<file path="config.mk">
export PLATFORM = sky130hd
export DESIGN_NAME = gdp_datapath
export DESIGN_NICKNAME = d
export VERILOG_FILES = /design/src/rtl/gdp_datapath.sv
export SDC_FILE = /design/constraint.sdc
export NUM_CORES = 1
export LEC_CHECK = 0
export ABC_AREA = 1
export CAP_MARGIN = 20
export CORE_MARGIN = 2
export CORE_UTILIZATION = 50
export CTS_CLUSTER_SIZE = 14
export DETAILED_ROUTE_END_ITERATION = 16
export MAX_ROUTING_LAYER = met4
export PLACE_DENSITY_LB_ADDON = 0.1
export SYNTH_ARGS = -nofsm -noshare
export SYNTH_HDL_FRONTEND = slang
export SYNTH_SLANG_ARGS = --single-unit
</file>
<file path="constraint.sdc">
create_clock -name clk -period 13.8 [get_ports clk]
set_clock_uncertainty 0.05 [all_clocks]
set_input_delay 2.76 -clock clk [delete_from_list [all_inputs] [get_ports clk]]
set_output_delay 2.76 -clock clk [all_outputs]
set_load 0.01 [all_outputs]
</file>
<file path="src/rtl/gdp_datapath.sv">
// GDP summation datapath: 4-entry register file, input mux, ALU, shifter and a
// registered output port. The GDP control unit drives the control word each
// cycle, and this block returns nEqZero so the controller can end its loop.
module gdp_datapath #(
  parameter int DW = 8
) (
  input  logic          clk,
  input  logic          rst,
  input  logic          IE,
  input  logic          WE,
  input  logic [1:0]    WA,
  input  logic          RAE,
  input  logic [1:0]    RAA,
  input  logic          RBE,
  input  logic [1:0]    RBA,
  input  logic [2:0]    ALU,
  input  logic [1:0]    SH,
  input  logic          OE,
  input  logic [DW-1:0] in_data,
  output logic          nEqZero,
  output logic [DW-1:0] out_data,
  output logic          out_valid
);

  // ALU operations; all results wrap mod 2^DW, carries and borrows are dropped.
  function automatic logic [DW-1:0] alu_op(input logic [2:0]    op,
                                           input logic [DW-1:0] a,
                                           input logic [DW-1:0] b);
    logic [DW-1:0] r;
    unique case (op)
      3'b000:  r = a;
      3'b001:  r = a & b;
      3'b010:  r = a | b;
      3'b011:  r = ~a;
      3'b100:  r = a + b;
      3'b101:  r = a - b;
      3'b110:  r = a + DW'(1);
      default: r = a - DW'(1);
    endcase
    return r;
  endfunction

  // Shifter: pass, shift left/right by one with zero fill, or rotate right.
  function automatic logic [DW-1:0] shift_op(input logic [1:0]    op,
                                             input logic [DW-1:0] v);
    logic [DW-1:0] r;
    unique case (op)
      2'b00:   r = v;
      2'b01:   r = {v[DW-2:0], 1'b0};
      2'b10:   r = {1'b0, v[DW-1:1]};
      default: r = {v[0], v[DW-1:1]};
    endcase
    return r;
  endfunction

  logic [DW-1:0] rf_p1 [4];
  logic [DW-1:0] rd_a;
  logic [DW-1:0] rd_b;
  logic [DW-1:0] alu_res;
  logic [DW-1:0] sh_res;
  logic [DW-1:0] wb;

  // ---- stage p0: combinational read, compute and write-back select ----
  // A disabled read port drives zero so a stale register never leaks into the ALU.
  assign rd_a    = RAE ? rf_p1[RAA] : '0;
  assign rd_b    = RBE ? rf_p1[RBA] : '0;
  assign alu_res = alu_op(ALU, rd_a, rd_b);
  assign sh_res  = shift_op(SH, alu_res);
  assign wb      = IE ? in_data : sh_res;
  assign nEqZero = (wb == '0);

  // ---- stage p1: register file and output port ----
  // Register file write; a same-cycle read sees the old contents (no bypass).
  always_ff @(posedge clk or posedge rst) begin
    if (rst) begin
      for (int i = 0; i < 4; i++) rf_p1[i] <= '0;
    end else if (WE) begin
      rf_p1[WA] <= wb;
    end
  end

  // Output capture takes the shifter result, never in_data, even when IE is set.
  always_ff @(posedge clk or posedge rst) begin
    if (rst) begin
      out_data  <= '0;
      out_valid <= 1'b0;
    end else begin
      out_valid <= OE;
      if (OE) out_data <= sh_res;
    end
  end

endmodule

</file>
==> After elaboration in Yosys (flattened, before gate mapping) <==
Cells that the tools add are included.
{ "word_totals": {"n_memories": 0, "ram_bits": 0, "inputBits": 26, "rom_bits": 0, "latch_bits": 0, "elab_cells": 46, "out_inout_bits": 10, "regBits": 41} }
{ "op_classes": {"multipliers": 0, "order_cmp": 4, "addsub": 4, "n_reduce_logical": 4, "n_bitwise": 6, "n_mux": 14, "n_shift": 0, "eq_ne": 8, "div": 0} }
{ "op_table": {"columns": ["cell", "count"], "rows": [
  ["$mux W8", 8],
  ["$pmux W8 S7", 1],
  ["$bmux W8 S2", 2],
  ["$bwmux W32", 1],
  ["$pmux W8 S3", 1],
  ["$demux W8 S2", 1],
  ["$eq A3 B3 Y1 const B", 3],
  ["$ge A3 B3 Y1 const B", 3],
  ["$not A2 Y3", 3],
  ["$add A8 B1 Y8 const B", 1],
  ["$add A8 B8 Y8", 1],
  ["$and A8 B8 Y8", 1],
  ["$logic_not A8 Y1", 1],
  ["$not A8 Y8", 1],
  ["$or A8 B8 Y8", 1],
  ["$sub A8 B1 Y8 const B", 1],
  ["$sub A8 B8 Y8", 1],
  ["$eq A3 B2 Y1 const B", 2],
  ["$eq A3 B1 Y1 const B", 1],
  ["$logic_not A3 Y1", 1],
  ["$lt A3 B1 Y1 const B", 1],
  ["$eq A2 B1 Y1 const B", 1],
  ["$eq A2 B2 Y1 const B", 1],
  ["$logic_not A2 Y1", 1],
  ["$logic_and A1 B1 Y1", 1]
]} }

==> Depth between registers and ports, before layout <==
{ "logic_depth": {"ltp_word": 10, "ltp_mapped": 28} }

==> Worst setup path before layout <==
Ideal clock, no wire load.
{ "synth_path": {"path_type": "input to output", "start": "in RBA[0]", "end": "out nEqZero", "arrival_time_ps": 5721, "slack_ps": 5269, "t_required_ps": 10990, "path_stages": 25, "path_cell_list": "buf_6 > inv_6 > buf_6 > nand2_1 > nand3_1 > a21oi_2 > inv_1 > ha_1 > nand2_1 > nand3_1 > fa_1 > nand3_1 > nand3_1 > nand2_1 > nand2_1 > a21oi_1 > xor2_1 > nand2_1 > nand3_1 > o211ai_1 > o21ai_1 > nand2_1 > nor2_1 > nand2_1 > nor2_2"} }
{ "synth_between": {"elab_chain_len": 10, "word_cells_on_any_way": 13, "cone_classes": "2 x add/sub; 7 x mux; 3 x bitwise; 1 x reduce/logical"} }
{ "synth_rtl": {"columns": ["item", "line_no", "text"], "rows": [
  ["from (decl)", "15", "input logic [1:0] RBA,"],
  ["$not A2 Y3 (implied by the code) *", "66", "assign rd_b = RBE ? rf_p1[RBA] : '0;"],
  ["$bmux W8 S2 *", "66", null],
  ["$mux W8 (implied by the code) * (2 in series)", "66", null],
  ["$mux W8 *", "66", null],
  ["$sub A8 B8 Y8, or another cell as far along", "36", "3'b101: r = a - b;"],
  ["$pmux W8 S7 *", "30", "unique case (op)"],
  ["$pmux W8 S3 *", "47", "unique case (op)"],
  ["$mux W8 *", "69", "assign wb = IE ? in_data : sh_res;"],
  ["$logic_not A8 Y1 *", "70", "assign nEqZero = (wb == '0);"],
  ["to (decl)", "20", "output logic nEqZero,"]
]} }
Mark *: on every way between the ends. The rest lies on a longest branch, timed or not. The select of a mux whose other input is x is not followed.

==> Worst setup path after layout <==
Same ends and word-level chain as after synthesis.

==> qor.yml <==
outcome:
  outcome: "finished, final reports clean"
global_routing:
  grt_pass1_wl_um: 15600
  gr-total-overflow: 0
  grt_pass1_vias: 3178
  grt_max_degree: 42
  grt.total_usage: 0.275
  antenna_found_initial: 0
logic_synthesis:
  yosys-top-cells-area: "dfrtp_1 (30%), nand2_1 (14%), nand3_1 (8.2%)"
  ys_ff_latch: 41
  synth_top_cell_by_area: "dfrtp_1"
  avgSynthCellArea_um2: 6.65
  ys.flop_type: "dfrtp_1"
  synth-edff-count: 0
  yosysSeqAreaShare: 0.301
  synthesis.area_mm2: 0.00341
  ys_types: 37
  syn_inst: 513
  synth_nets: 548
  async_reset_ff_frac: 1.00
  synth_top_area_share: 0.301
  yosys_warnings: 0
routing:
  drc: 0
  firstDrtPassIters: 4
  viasPerCell: 5.51
  drtAntennaViolNets: 0
  wirelength_um: 9590
  wl_per_cell_um: 15.3
  dr_total_vias: 3445
  drt_iter0_drc: 209
sta:
  fmax_ghz: 0.0964
  relSlewSlack: 0.452
  setup_ws_ns: 3.43
  final-max-slew-violation-count: 0
  fin_crit_sh: 0.752
  setup_violations: 0
  rsz0062_at_grt: "false"
  timing.setup.tns_ns: 0
  min_period_ns: 10.37
  tightest_slew_ns: 0.815
  hold_ws_ns: 0.437
  hold_viol_final: 0
floorplan:
  fp.dieW_um: 86.6
  die_h_um: 86.6
  pin_count: 36
  die_area_mm2: 0.00750
  core_mm2: 0.00668
  initial_core_util: 0.510
  rows: 30
power:
  total_power_mw: 0.408
  ir_worst_vdd_uv: 59.7
  pwr-share-clk: 0.244
  swShare: 0.377
  intPower_mw: 0.254
  p_leak_nw: 1.87
  power_frac_comb: 0.382
  p_sw_mw: 0.154
  share_seq_of_total_power: 0.375
  p_per_area_mw_per_mm2: 105
clock_network:
  clkTransAtPathRegs_ns: 0.08
  clockBufferDepth: 2
  postCtsHoldBufs: 0
  cts.repair.resized: 0
  root_buffer: "clkbuf_8"
  numCtsBuffers: 5
  cts.sinks: 41
  cts_tree: "built"
  clock_latency_ns: 0.30
  htreeDepth: 2
  post_cts_buffers: 0
placement:
  placed_area_mm2: 0.00377
  pre_cts_ws_ns: 3.46
  gp_congestion: 0.939
  placed_cells: 617
  portBuffers: 35
  dp.final_hpwl_um: 7370
critical_path:
  crit_required_ns: 10.99
  critPathLaunchType: "primary input"
  critPathCaptureType: "primary output"
  cp_max_fo: 17
  critPathKind: "in -> out"
  r2r_slack_ns: 10.26
  arrival_ns: 7.56
cells_and_area:
  final_common_cell: "nand2_1"
  final_cell_mix: "nand2_1 (129), inv_1 (67), nand3_1 (56), o21ai_0 (43), dfrtp_1 (41)"
  final_cells: 625
  drive_gt1_frac: 0.110
  finalCoreUtilization: 0.581
  areaGrowthSynthToFinish_pct: 13.8
  n_fill_cell: 646
  finalNetCount: 579
  fin_area_mm2: 0.00388
  diodes: 0
flow_run:
  drv_cap: 0
worst_hold_path:
  hold_class: "reg -> reg"
-- routing by layer --
metal | track usage | wire (um)
met1 | 0.373 | 4450
met2 | 0.450 | 4620
met3 | 0.0286 | 413
met4 | 0.0526 | 110
met5 | - | 0
-- logic make-up after synthesis --
logic type / after synthesis / synth area share
flops: 41 / 0.301
fa+ha+maj: 9 / 0.0352
xor+xnor: 5 / 0.0128
mux: 2 / 0.00587
buf+inv: 92 / 0.124
compound gates: 110 / 0.187
simple gates: 254 / 0.334
-- synth_stat cells, drive strengths merged, types with 2 or more instances --
cell type,n
a21oi,38
a31oi,3
buf,11
clkbuf,5
dfrtp,41
ha,8
inv,75
mux2i,2
nand2,138
nand3,64
nor2,38
nor3,6
o211ai,11
o21ai,55
or2,6
xnor2,3
xor2,2
-- critical path, cell delays in order --
cell	delay [ns]
clkdlybuf4s50_1	0.94
inv_6	0.17
nand2_1	0.11
nand3_1	0.08
a21oi_2	0.21
inv_1	0.08
ha_1	0.28
nand2_1	0.07
nand3_1	0.14
fa_1	0.51
nand3_1	0.10
nand3_1	0.11
nand2_1	0.08
nand2_1	0.05
a21oi_1	0.16
xor2_1	0.16
nand2_1	0.09
nand3_1	0.10
o211ai_1	0.15
o21ai_1	0.32
nand2_1	0.08
nor2_1	0.11
nand2_1	0.07
nor2_2	0.08
clkdlybuf4s50_1	0.53
-- final timing paths --
path / depth (start not counted) / start / end
worst max-delay path: 25 / RBA[0] / nEqZero
worst min-delay path: 2 / out_data[4]$_DFFE_PP0P_ / out_data[4]$_DFFE_PP0P_
worst max register to register: 25 / rf_p1[0]$_DFFE_PP0P_ / rf_p1[23]$_DFFE_PP0P_
worst min register to register: 2 / out_data[4]$_DFFE_PP0P_ / out_data[4]$_DFFE_PP0P_
max in group asynchronous: 3 / rst / rf_p1[8]$_DFFE_PP0P_
min in group asynchronous: 3 / rst / out_data[1]$_DFFE_PP0P_
-- state kept, by name, indices dropped and copies added (netlist names) --
signal and count:
out_valid 1, rf_p1 32, out_data 8
-- layout make-up --
type	instances	area, um^2	share of cell area
multi-input combinational	380	1960	0.505
sequential	41	1030	0.264
timing repair buffer	40	388	0.100
inverter	76	293	0.0755
tap	80	100	0.0258
clock buffer	5	68.8	0.0177
clock inverter	3	43.8	0.0113
-- power by group through the flow --
stage / combinational (mW) / clock [mW] / sequential [mW]
after floorplan: 0.108 / 0 / 0.155
after global placement: 0.152 / 0 / 0.155
after detailed placement: 0.154 / 0 / 0.155
after CTS: 0.155 / 0.102 / 0.153
after global routing: 0.175 / 0.106 / 0.155
final: 0.156 / 0.0995 / 0.153
(Power assumes the default switching activity.)
